**src/rtl/shift_pkg.sv**
```systemverilog
// Shared types and constants for the shift-register command sequencer.
package shift_pkg;

  localparam int unsigned SHIFT_WIDTH = 15;
  localparam int unsigned SHIFT_CNT_W = 8;

  localparam logic [2:0] MODE_HOLD    = 3'd0;
  localparam logic [2:0] MODE_MIN     = 3'd1;
  localparam logic [2:0] MODE_MAX     = 3'd6;
  localparam logic [2:0] MODE_ILLEGAL = 3'd7;

  typedef enum logic [2:0] {
    IDLE,
    LOAD,
    RUN,
    DONE,
    ERR
  } seq_state_e;

  function automatic logic mode_is_legal(input logic [2:0] mode);
    return (mode >= MODE_MIN) && (mode <= MODE_MAX);
  endfunction

endpackage

```
**src/rtl/shift_cmd_sequencer_if.sv**
```systemverilog
// Command handshake bundle between a command source and the sequencer.
interface shift_cmd_if #(
  parameter int unsigned WIDTH = shift_pkg::SHIFT_WIDTH,
  parameter int unsigned CNT_W = shift_pkg::SHIFT_CNT_W
);
  logic             cmd_valid;
  logic             cmd_ready;
  logic [2:0]       cmd_mode;
  logic [WIDTH:0]   cmd_amount;
  logic [WIDTH:0]   cmd_data;
  logic [CNT_W-1:0] cmd_cycles;
  logic             abort;

  modport master (
    output cmd_valid, cmd_mode, cmd_amount, cmd_data, cmd_cycles, abort,
    input  cmd_ready
  );

  modport slave (
    input  cmd_valid, cmd_mode, cmd_amount, cmd_data, cmd_cycles, abort,
    output cmd_ready
  );
endinterface

```
**src/rtl/shift_run_counter.sv**
```systemverilog
// Loadable run-length down-counter; clear beats load beats decrement.
module shift_run_counter #(
  parameter int unsigned CNT_W = 8
) (
  input  logic             clk,
  input  logic             res,
  input  logic             load,
  input  logic [CNT_W-1:0] load_val,
  input  logic             dec,
  input  logic             clr,
  output logic             is_zero,
  output logic             is_one
);

  logic [CNT_W-1:0] cnt_q, cnt_d;

  always_comb begin
    cnt_d = cnt_q;
    if (clr) begin
      cnt_d = '0;
    end else if (load) begin
      cnt_d = load_val;
    end else if (dec && (cnt_q != '0)) begin
      cnt_d = cnt_q - 1'b1;
    end
  end

  always_ff @(posedge clk or negedge res) begin
    if (!res) begin
      cnt_q <= '0;
    end else begin
      cnt_q <= cnt_d;
    end
  end

  assign is_zero = (cnt_q == '0);
  assign is_one  = (cnt_q == CNT_W'(1));

endmodule

```
**src/rtl/shift_cmd_sequencer.sv**
```systemverilog
// Sequencer driving the universal shift register: one-cycle load strobe,
// mode held for a programmed run length, then back to hold with status pulse.
module shift_cmd_sequencer
  import shift_pkg::*;
#(
  parameter int unsigned WIDTH = SHIFT_WIDTH,
  parameter int unsigned CNT_W = SHIFT_CNT_W
) (
  input  logic           clk,
  input  logic           res,
  shift_cmd_if.slave     cmd,
  output logic [2:0]     set,
  output logic [WIDTH:0] M,
  output logic [WIDTH:0] D,
  output logic           enable,
  output logic           busy,
  output logic           done,
  output logic           err,
  output logic           aborted
);

  seq_state_e     state_q, state_d;
  logic [2:0]     set_q, set_d;
  logic [WIDTH:0] amount_q, amount_d;
  logic [WIDTH:0] data_q, data_d;
  logic           enable_q, enable_d;
  logic           busy_q, busy_d;
  logic           done_q, done_d;
  logic           err_q, err_d;
  logic           aborted_q, aborted_d;

  logic cnt_load, cnt_dec, cnt_clr, cnt_zero, cnt_one;

  shift_run_counter #(.CNT_W(CNT_W)) u_run_counter (
    .clk      (clk),
    .res      (res),
    .load     (cnt_load),
    .load_val (cmd.cmd_cycles),
    .dec      (cnt_dec),
    .clr      (cnt_clr),
    .is_zero  (cnt_zero),
    .is_one   (cnt_one)
  );

  assign cmd.cmd_ready = (state_q == IDLE);

  // Outputs are computed for the next state so every output is a flop.
  // The counter is loaded on the accept edge, so during LOAD it already
  // holds cmd_cycles and needs no separate cycles register.
  always_comb begin
    state_d   = state_q;
    set_d     = MODE_HOLD;
    amount_d  = amount_q;
    data_d    = data_q;
    enable_d  = 1'b0;
    busy_d    = 1'b0;
    done_d    = 1'b0;
    err_d     = 1'b0;
    aborted_d = 1'b0;
    cnt_load  = 1'b0;
    cnt_dec   = 1'b0;
    cnt_clr   = 1'b0;

    case (state_q)
      IDLE: begin
        if (cmd.cmd_valid) begin
          if (mode_is_legal(cmd.cmd_mode)) begin
            state_d  = LOAD;
            set_d    = cmd.cmd_mode;
            amount_d = cmd.cmd_amount;
            data_d   = cmd.cmd_data;
            enable_d = 1'b1;
            busy_d   = 1'b1;
            cnt_load = 1'b1;
          end else begin
            state_d = ERR;
            err_d   = 1'b1;
          end
        end
      end
      LOAD, RUN: begin
        cnt_dec = (state_q == RUN);
        if (cmd.abort) begin
          state_d   = IDLE;
          aborted_d = 1'b1;
          cnt_clr   = 1'b1;
        end else if ((state_q == LOAD) ? cnt_zero : cnt_one) begin
          state_d = DONE;
          done_d  = 1'b1;
        end else begin
          state_d = RUN;
          set_d   = set_q;
          busy_d  = 1'b1;
        end
      end
      DONE, ERR: state_d = IDLE;
      default:   state_d = IDLE;
    endcase
  end

  always_ff @(posedge clk or negedge res) begin
    if (!res) begin
      state_q   <= IDLE;
      set_q     <= MODE_HOLD;
      amount_q  <= '0;
      data_q    <= '0;
      enable_q  <= 1'b0;
      busy_q    <= 1'b0;
      done_q    <= 1'b0;
      err_q     <= 1'b0;
      aborted_q <= 1'b0;
    end else begin
      state_q   <= state_d;
      set_q     <= set_d;
      amount_q  <= amount_d;
      data_q    <= data_d;
      enable_q  <= enable_d;
      busy_q    <= busy_d;
      done_q    <= done_d;
      err_q     <= err_d;
      aborted_q <= aborted_d;
    end
  end

  assign set     = set_q;
  assign M       = amount_q;
  assign D       = data_q;
  assign enable  = enable_q;
  assign busy    = busy_q;
  assign done    = done_q;
  assign err     = err_q;
  assign aborted = aborted_q;

endmodule

```
**src/flat_wrapper.sv**
```systemverilog
// flat-port wrapper written by rule: the top's interface ports become plain ports
module shift_cmd_sequencer_flat import shift_pkg::*;
#(
  parameter int unsigned WIDTH = SHIFT_WIDTH,
  parameter int unsigned CNT_W = SHIFT_CNT_W
)
  (clk, res, set, M, D, enable, busy, done, err, aborted, cmd_cmd_valid, cmd_cmd_mode, cmd_cmd_amount, cmd_cmd_data, cmd_cmd_cycles, cmd_abort, cmd_cmd_ready);
  shift_cmd_if #(.WIDTH(WIDTH), .CNT_W(CNT_W)) cmd_i ();
  input  logic clk;
  input  logic res;
  output logic [2:0] set;
  output logic [WIDTH:0] M;
  output logic [WIDTH:0] D;
  output logic enable;
  output logic busy;
  output logic done;
  output logic err;
  output logic aborted;
  input wire logic [$bits(cmd_i.cmd_valid)-1:0] cmd_cmd_valid;
  input wire logic [$bits(cmd_i.cmd_mode)-1:0] cmd_cmd_mode;
  input wire logic [$bits(cmd_i.cmd_amount)-1:0] cmd_cmd_amount;
  input wire logic [$bits(cmd_i.cmd_data)-1:0] cmd_cmd_data;
  input wire logic [$bits(cmd_i.cmd_cycles)-1:0] cmd_cmd_cycles;
  input wire logic [$bits(cmd_i.abort)-1:0] cmd_abort;
  output wire logic [$bits(cmd_i.cmd_ready)-1:0] cmd_cmd_ready;
  assign cmd_i.cmd_valid = cmd_cmd_valid;
  assign cmd_i.cmd_mode = cmd_cmd_mode;
  assign cmd_i.cmd_amount = cmd_cmd_amount;
  assign cmd_i.cmd_data = cmd_cmd_data;
  assign cmd_i.cmd_cycles = cmd_cmd_cycles;
  assign cmd_i.abort = cmd_abort;
  assign cmd_cmd_ready = cmd_i.cmd_ready;
  shift_cmd_sequencer #(.WIDTH(WIDTH), .CNT_W(CNT_W)) u_core (.clk(clk), .res(res), .cmd(cmd_i), .set(set), .M(M), .D(D), .enable(enable), .busy(busy), .done(done), .err(err), .aborted(aborted));
endmodule
```
**config.mk**
```make
export PLATFORM = sky130hd
export DESIGN_NAME = shift_cmd_sequencer_flat
export DESIGN_NICKNAME = d
export VERILOG_FILES = /design/src/rtl/shift_pkg.sv /design/src/rtl/shift_cmd_sequencer_if.sv /design/src/rtl/shift_run_counter.sv /design/src/rtl/shift_cmd_sequencer.sv /design/src/flat_wrapper.sv
export SDC_FILE = /design/constraint.sdc
export NUM_CORES = 1
export LEC_CHECK = 0
export BUFFER_PORTS_ARGS = -buffer_cell sky130_fd_sc_hd__buf_4
export CORE_UTILIZATION = 40
export DETAILED_ROUTE_END_ITERATION = 10
export GPL_TIMING_DRIVEN = 0
export PLACE_DENSITY_LB_ADDON = 0.25
export SYNTH_ARGS = -nofsm -noshare
export SYNTH_HDL_FRONTEND = slang
export SYNTH_SLANG_ARGS = --single-unit
```
**constraint.sdc**
```tcl
create_clock -name clk -period 3.28 [get_ports clk]
set_input_delay 0.656 -clock clk [delete_from_list [all_inputs] [get_ports clk]]
set_output_delay 0.656 -clock clk [all_outputs]
set_load 0.05 [all_outputs]
```
==> impl_metrics.yaml, run 1 <==
place:
  portBuffers: 87
  dp_slack_ns: 0.930
  gp_congestion: 0.818
  place_area_um2: 2930
  dp_hpwl_um: 3370
pwr:
  p_total_mw: 2.87
  pwr-share-clk: 0.149
  internal_power_mw: 1.53
  comb_power_share: 0.502
  p_seq_frac: 0.349
  leakage_nw: 1.61
  powerDensity_nw_per_um2: 946
  peakVddDrop_mv: 0.374
  swShare: 0.466
  p_switching_mw: 1.34
die:
  die-area_um2: 5770
  start_util: 0.421
  die_h_um: 76.0
  coreArea_um2: 5200
  placementRows: 26
  chipWidth_um: 76.0
  io-pin-count: 88
clock_network:
  cts_buffers: 5
  root_buffer: "clkbuf_8"
  cts_tree: "done"
  clk-insertion-delay-late_ns: 0.30
  clk_pin_slew_ns: 0.10
  cts_setup_buffers: 0
  max-clock-path-buffers: 2
  holdBufCountCts: 0
  cts_sinks: 51
  ctsResizeCount: 0
  htreeDepth: 2
route:
  vias_per_cell: 4.73
  postRouteAntennaNets: 0
  drt_first_pass_iters: 4
  wl_per_cell_um: 11.9
  drtIter0Drc: 71
  num_vias: 1868
  drc: 0
  drt-total-wl_um: 4720
sta:
  skew_ns: 0.00996
  fin_crit_ns: 2.13
  tns_ns: 0
  worst_pin_slew_ns: 0.654
  setup_viol_count_final: 0
  setup_slack_ns: 1.15
  period_share: 0.650
  relSlewSlack: 0.560
  timing.hold.ws_ns: 0.373
  finalMaxSlewViolations: 0
  max_freq_mhz: 469
  hold_viol: 0
  rsz0062_at_grt: "no"
layout:
  nets: 374
  area_growth_syn_to_layout_pct: 38.7
  fin_area_um2: 3040
  antenna_cells: 0
  layout-drive-gt1-share: 0.326
logic_synthesis:
  postSynthAreaPerCell_um2: 9.48
  synth_top_family_by_area: "simple AND/OR/NAND/NOR gates"
  synth.net_count: 280
  synth.area.top_cells: "dfrtp_1, nand2_1, nor2_1, ha_1, a211oi_1"
  synth_top_area_frac: 0.583
  ys_ff_latch: 51
  synth_top_cell_by_area: "dfrtp_1"
  netlist_instances: 231
  synth-seq-area-share: 0.583
  synth_xor_area_frac: 0.0120
  ys_top_cells_by_count: "nand2_1, dfrtp_1, nor2_1"
  synth_edf_count: 0
  synth_adder_area_share: 0.0114
  yosysWarnings: 0
  synth.most_common_cell: "nand2_1"
  synth_simple_gate_area_frac: 0.275
  synthDistinctLibCells: 37
  muxShareOfSynthArea: 0.00914
  netlist_area_um2: 2190
  synth-compound-area-share: 0.0646
  ys.flop_type: "dfrtp_1"
  async_reset_ff_frac: 1.00
grt:
  antenna_found_initial: 0
  grt_overflow: 0
  grt_pass1_wl_um: 7910
  grt_start_max_net_pins: 52
  grt_usage: 0.171
  grt_pass1_vias: 1783
worst_setup_path:
  critPathMaxStageDelay_ns: 0.57
  crit_buf_inv: 3
  crit_cells: 7
  worst_r2r_path_depth: 7
  path_class: "reg2reg"
  critPathLaunchType: "flip-flop"
  end_kind: "flip-flop"
  worst_ep_required_time_ns: 3.48
  critPathTopFamily: "simple AND/OR/NAND/NOR gates"
  crit_chain: "or4b_4 > or3_1 > buf_6 > clkinv_8 > buf_8 > nor2_1 > a22o_1"
  arrival_ns: 2.34
  crit_fanout: 10
  cp_slowest_cell: "or4b_4"
run_status:
  outcome: "finished, final reports clean"
job:
  maxCapViolCount: 0
min_path:
  hold_class: "in2async"
==> cell type report <==
| class | instances | area (um2) |
|---|---|---|
| timing repair buffer | 87 | 653 |
| fill | 483 | 2170 |
| buffer | 10 | 67.6 |
| clock inverter | 2 | 37.5 |
| sequential | 51 | 1280 |
| multi-input combinational | 165 | 815 |
| inverter | 5 | 31.3 |
| clock buffer | 5 | 68.8 |
| tap | 70 | 87.6 |
==> power by group through the flow <==
stage,clock [mW],sequential [mW],combinational [mW]
after floorplan,0,1.60,0.413
after global placement,0,1.00,1.44
after detailed placement,0,1.01,1.45
after CTS,0.445,1.00,1.46
after global routing,0.471,1.04,1.54
final,0.429,1.00,1.44
==> cells in the final DEF (no fill, tap or decap), drive strengths merged, types with 2 or more instances in the layout <==
cell type	Yosys	routed
a211oi	3	3
a21oi	2	2
a311oi	2	2
a31oi	2	2
a32o	2	2
buf	6	93
clkbuf	4	9
dfrtp	51	51
ha	2	2
inv	4	4
mux2i	2	2
nand2	103	103
nand3	3	3
nand4	2	2
nor2	14	14
nor3	2	2
nor3b	4	4
nor4	3	3
or3	2	2
or4	3	3
xnor2	2	2
==> registers in the layout, indices dropped and copies added (netlist names) <==
register and cells:
u_core.aborted 1, u_core.err 1, u_core.D 16, u_core.set 3, u_core.busy 1, u_core.u_run_counter.cnt_q 8, u_core.state_q 3, u_core.enable 1
u_core.done 1, u_core.M 16
==> cell families (layout without fill, tap and decap cells) <==
family                   count (synthesis)  in the layout
AO/OA/AOI/OAI                           18             18
XOR/XNOR                                 3              3
adder cells (fa/ha/maj)                  2              2
buffers and inverters                   15            109
flip-flops                              51             51
multiplexers                             2              2
AND/OR/NAND/NOR                        140            140
==> worst paths after layout <==
check                                                   start                                        end  slack (ns)
min in group clk                     u_core.M[10]$_DFFE_PN0P_                   u_core.M[10]$_DFFE_PN0P_        0.48
worst max register to register  u_core.state_q[1]$_DFFE_PN0P_  u_core.u_run_counter.cnt_q[1]$_DFFE_PN0P_        1.15
worst min register to register       u_core.M[10]$_DFFE_PN0P_                   u_core.M[10]$_DFFE_PN0P_        0.48
worst max-delay path            u_core.state_q[1]$_DFFE_PN0P_  u_core.u_run_counter.cnt_q[1]$_DFFE_PN0P_        1.15
max in group asynchronous                                 res                      u_core.done$_DFF_PN0_        2.48
worst min-delay path                                      res                   u_core.aborted$_DFF_PN0_        0.37
==> layer usage <==
| metal | GRT usage | vias up | share of wire | wire, um |
|---|---|---|---|---|
| li1 | - | 944 | - | - |
| met1 | 0.213 | 856 | 0.46 | 2150 |
| met2 | 0.294 | 64 | 0.46 | 2170 |
| met3 | 0.0479 | 4 | 0.077 | 365 |
| met4 | 0.0462 | 0 | 0.0070 | 33 |
| met5 | 0 | - | 0 | 0 |
==> per-stage QoR <==
stage                util  cells
floorplan               -    231
global placement    0.563    388
detailed placement  0.563    388
CTS                 0.583    395
global route        0.583    395
finish              0.583    395
(Power assumes the default switching activity.)
==> inputs of run 2 (changes only) <==
- clock period: 3.28 -> 2.2 ns (I/O delays scaled with it)
==> impl_metrics.yaml, run 2 (synthesis results as in run 1) <==
sta:
  setup_viol_count_final: 0
  finalMaxSlewViolations: 0
  period_share: 0.968
  max_freq_mhz: 470
  hold_viol: 0
  setup_slack_ns: 0.0712
  fin_crit_ns: 2.13
  relSlewSlack: 0.554
  skew_ns: 0.00999
  worst_pin_slew_ns: 0.663
layout:
  nets: 375
  most-common-layout-cells: "nand2_1, buf_4, dfrtp_1, nor2_1, clkbuf_8"
  final_common_cell: "nand2_1"
  layout-drive-gt1-share: 0.337
  area_growth_syn_to_layout_pct: 39.2
  fill_cells: 486
  fin_area_um2: 3050
  antenna_cells: 0
worst_setup_path:
  critPathLaunchType: "flip-flop"
  worst_r2r_path_depth: 7
  arrival_ns: 2.33
  crit_fanout: 10
  r2r_slack_ns: 0.07
  worst_ep_required_time_ns: 2.40
  path_class: "reg2reg"
  r2r-start: "u_core.state_q[1]$_DFFE_PN0P_"
  timing.rr.end: "u_core.u_run_counter.cnt_q[1]$_DFFE_PN0P_"
  end_kind: "flip-flop"
pwr:
  powerDensity_nw_per_um2: 1410
  leakage_nw: 1.62
  peakVddDrop_mv: 0.558
  p_total_mw: 4.29
min_path:
  hold_class: "in2async"
run_status:
  outcome: "finished, final reports clean"
route:
  drt-total-wl_um: 4750
  drc: 0
  num_vias: 1872
  vias_per_cell: 4.73
  postRouteAntennaNets: 0
  drtIter0Drc: 72
  wl_per_cell_um: 12.0
  drt_first_pass_iters: 4
grt:
  grt_pass1_wl_um: 7910
  grt_usage: 0.171
  grt_start_max_net_pins: 52
  grt_overflow: 0
  grt_pass1_vias: 1783
  antenna_found_initial: 0
place:
  portBuffers: 87
  dp_slack_ns: 0.0665
  gp_congestion: 0.818
  dp_hpwl_um: 3370
  place_area_um2: 2930
die:
  start_util: 0.421
  coreArea_um2: 5200
  die-area_um2: 5770
  io-pin-count: 88
  placementRows: 26
  chipWidth_um: 76.0
  die_h_um: 76.0
clock_network:
  clk_pin_slew_ns: 0.10
  htreeDepth: 2
  holdBufCountCts: 0
  cts_buffers: 5
  cts_sinks: 51
  cts_tree: "done"
  root_buffer: "clkbuf_8"
  max-clock-path-buffers: 2
  clk-insertion-delay-late_ns: 0.30
job:
  maxCapViolCount: 0
==> run 2: how the worst max path moves through the flow <==
stage | startpoint | end | depth (start not counted)
global route | u_core.state_q[1]$_DFFE_PN0P_ | u_core.u_run_counter.cnt_q[1]$_DFFE_PN0P_ | 7
CTS | u_core.state_q[1]$_DFFE_PN0P_ | u_core.u_run_counter.cnt_q[1]$_DFFE_PN0P_ | 7
finish | u_core.state_q[1]$_DFFE_PN0P_ | u_core.u_run_counter.cnt_q[1]$_DFFE_PN0P_ | 7
detailed placement | cmd_cmd_valid | u_core.u_run_counter.cnt_q[1]$_DFFE_PN0P_ | 8
floorplan | u_core.state_q[1]$_DFFE_PN0P_ | u_core.u_run_counter.cnt_q[1]$_DFFE_PN0P_ | 7
global placement | cmd_cmd_valid | u_core.u_run_counter.cnt_q[1]$_DFFE_PN0P_ | 8
==> run 2: critical path, cell delays in order (launching register included) <==
cell	delay (ns)
dfrtp_1	0.44
or4b_4	0.57
or3_1	0.41
buf_6	0.17
clkinv_8	0.06
buf_8	0.12
nor2_1	0.05
a22o_1	0.21
==> run 2: cell type report <==
cell class                 instances  area [um2]  area share
tap                               70        87.6      0.0287
multi-input combinational        165         815       0.267
clock buffer                       5        68.8      0.0226
inverter                           5        31.3      0.0103
sequential                        51        1280       0.419
timing repair buffer              88         661       0.217
buffer                            10        70.1      0.0230
clock inverter                     2        37.5      0.0123
==> run 2: report_power, final <==
group / total [mW] / switching (mW) / internal [mW]
clock: 0.639 / 0.307 / 0.333
sequential: 1.50 / 0.227 / 1.27
combinational: 2.16 / 1.46 / 0.695
total: 4.29 / 2.00 / 2.30
==> run 2: routing by layer <==
metal,vias up,part of all wire,track usage,wire length [um]
met5,-,0,0,0
met3,4,0.071,0.0479,339
li1,946,-,-,-
met1,855,0.46,0.213,2180
met2,67,0.46,0.294,2190
met4,0,0.0070,0.0462,33
==> run 2: what timing repair did <==
action | in CTS | in global routing
endpoints found under the setup margin | 0 | 7
resized for setup | 0 | 5
buffers inserted | 0 | 1
==> run 2: per-stage QoR <==
step | instances | utilization | hold slack, ns | TNS (ns)
2_1_floorplan | 231 | - | 0.144 | 0
3_3_place_gp | 388 | 0.563 | 0.459 | 0
3_5_place_dp | 388 | 0.563 | 0.463 | 0
4_1_cts | 395 | 0.583 | 0.179 | 0
5_1_grt | 396 | 0.586 | 0.196 | -0.00437
6_report | 396 | 0.586 | 0.158 | 0
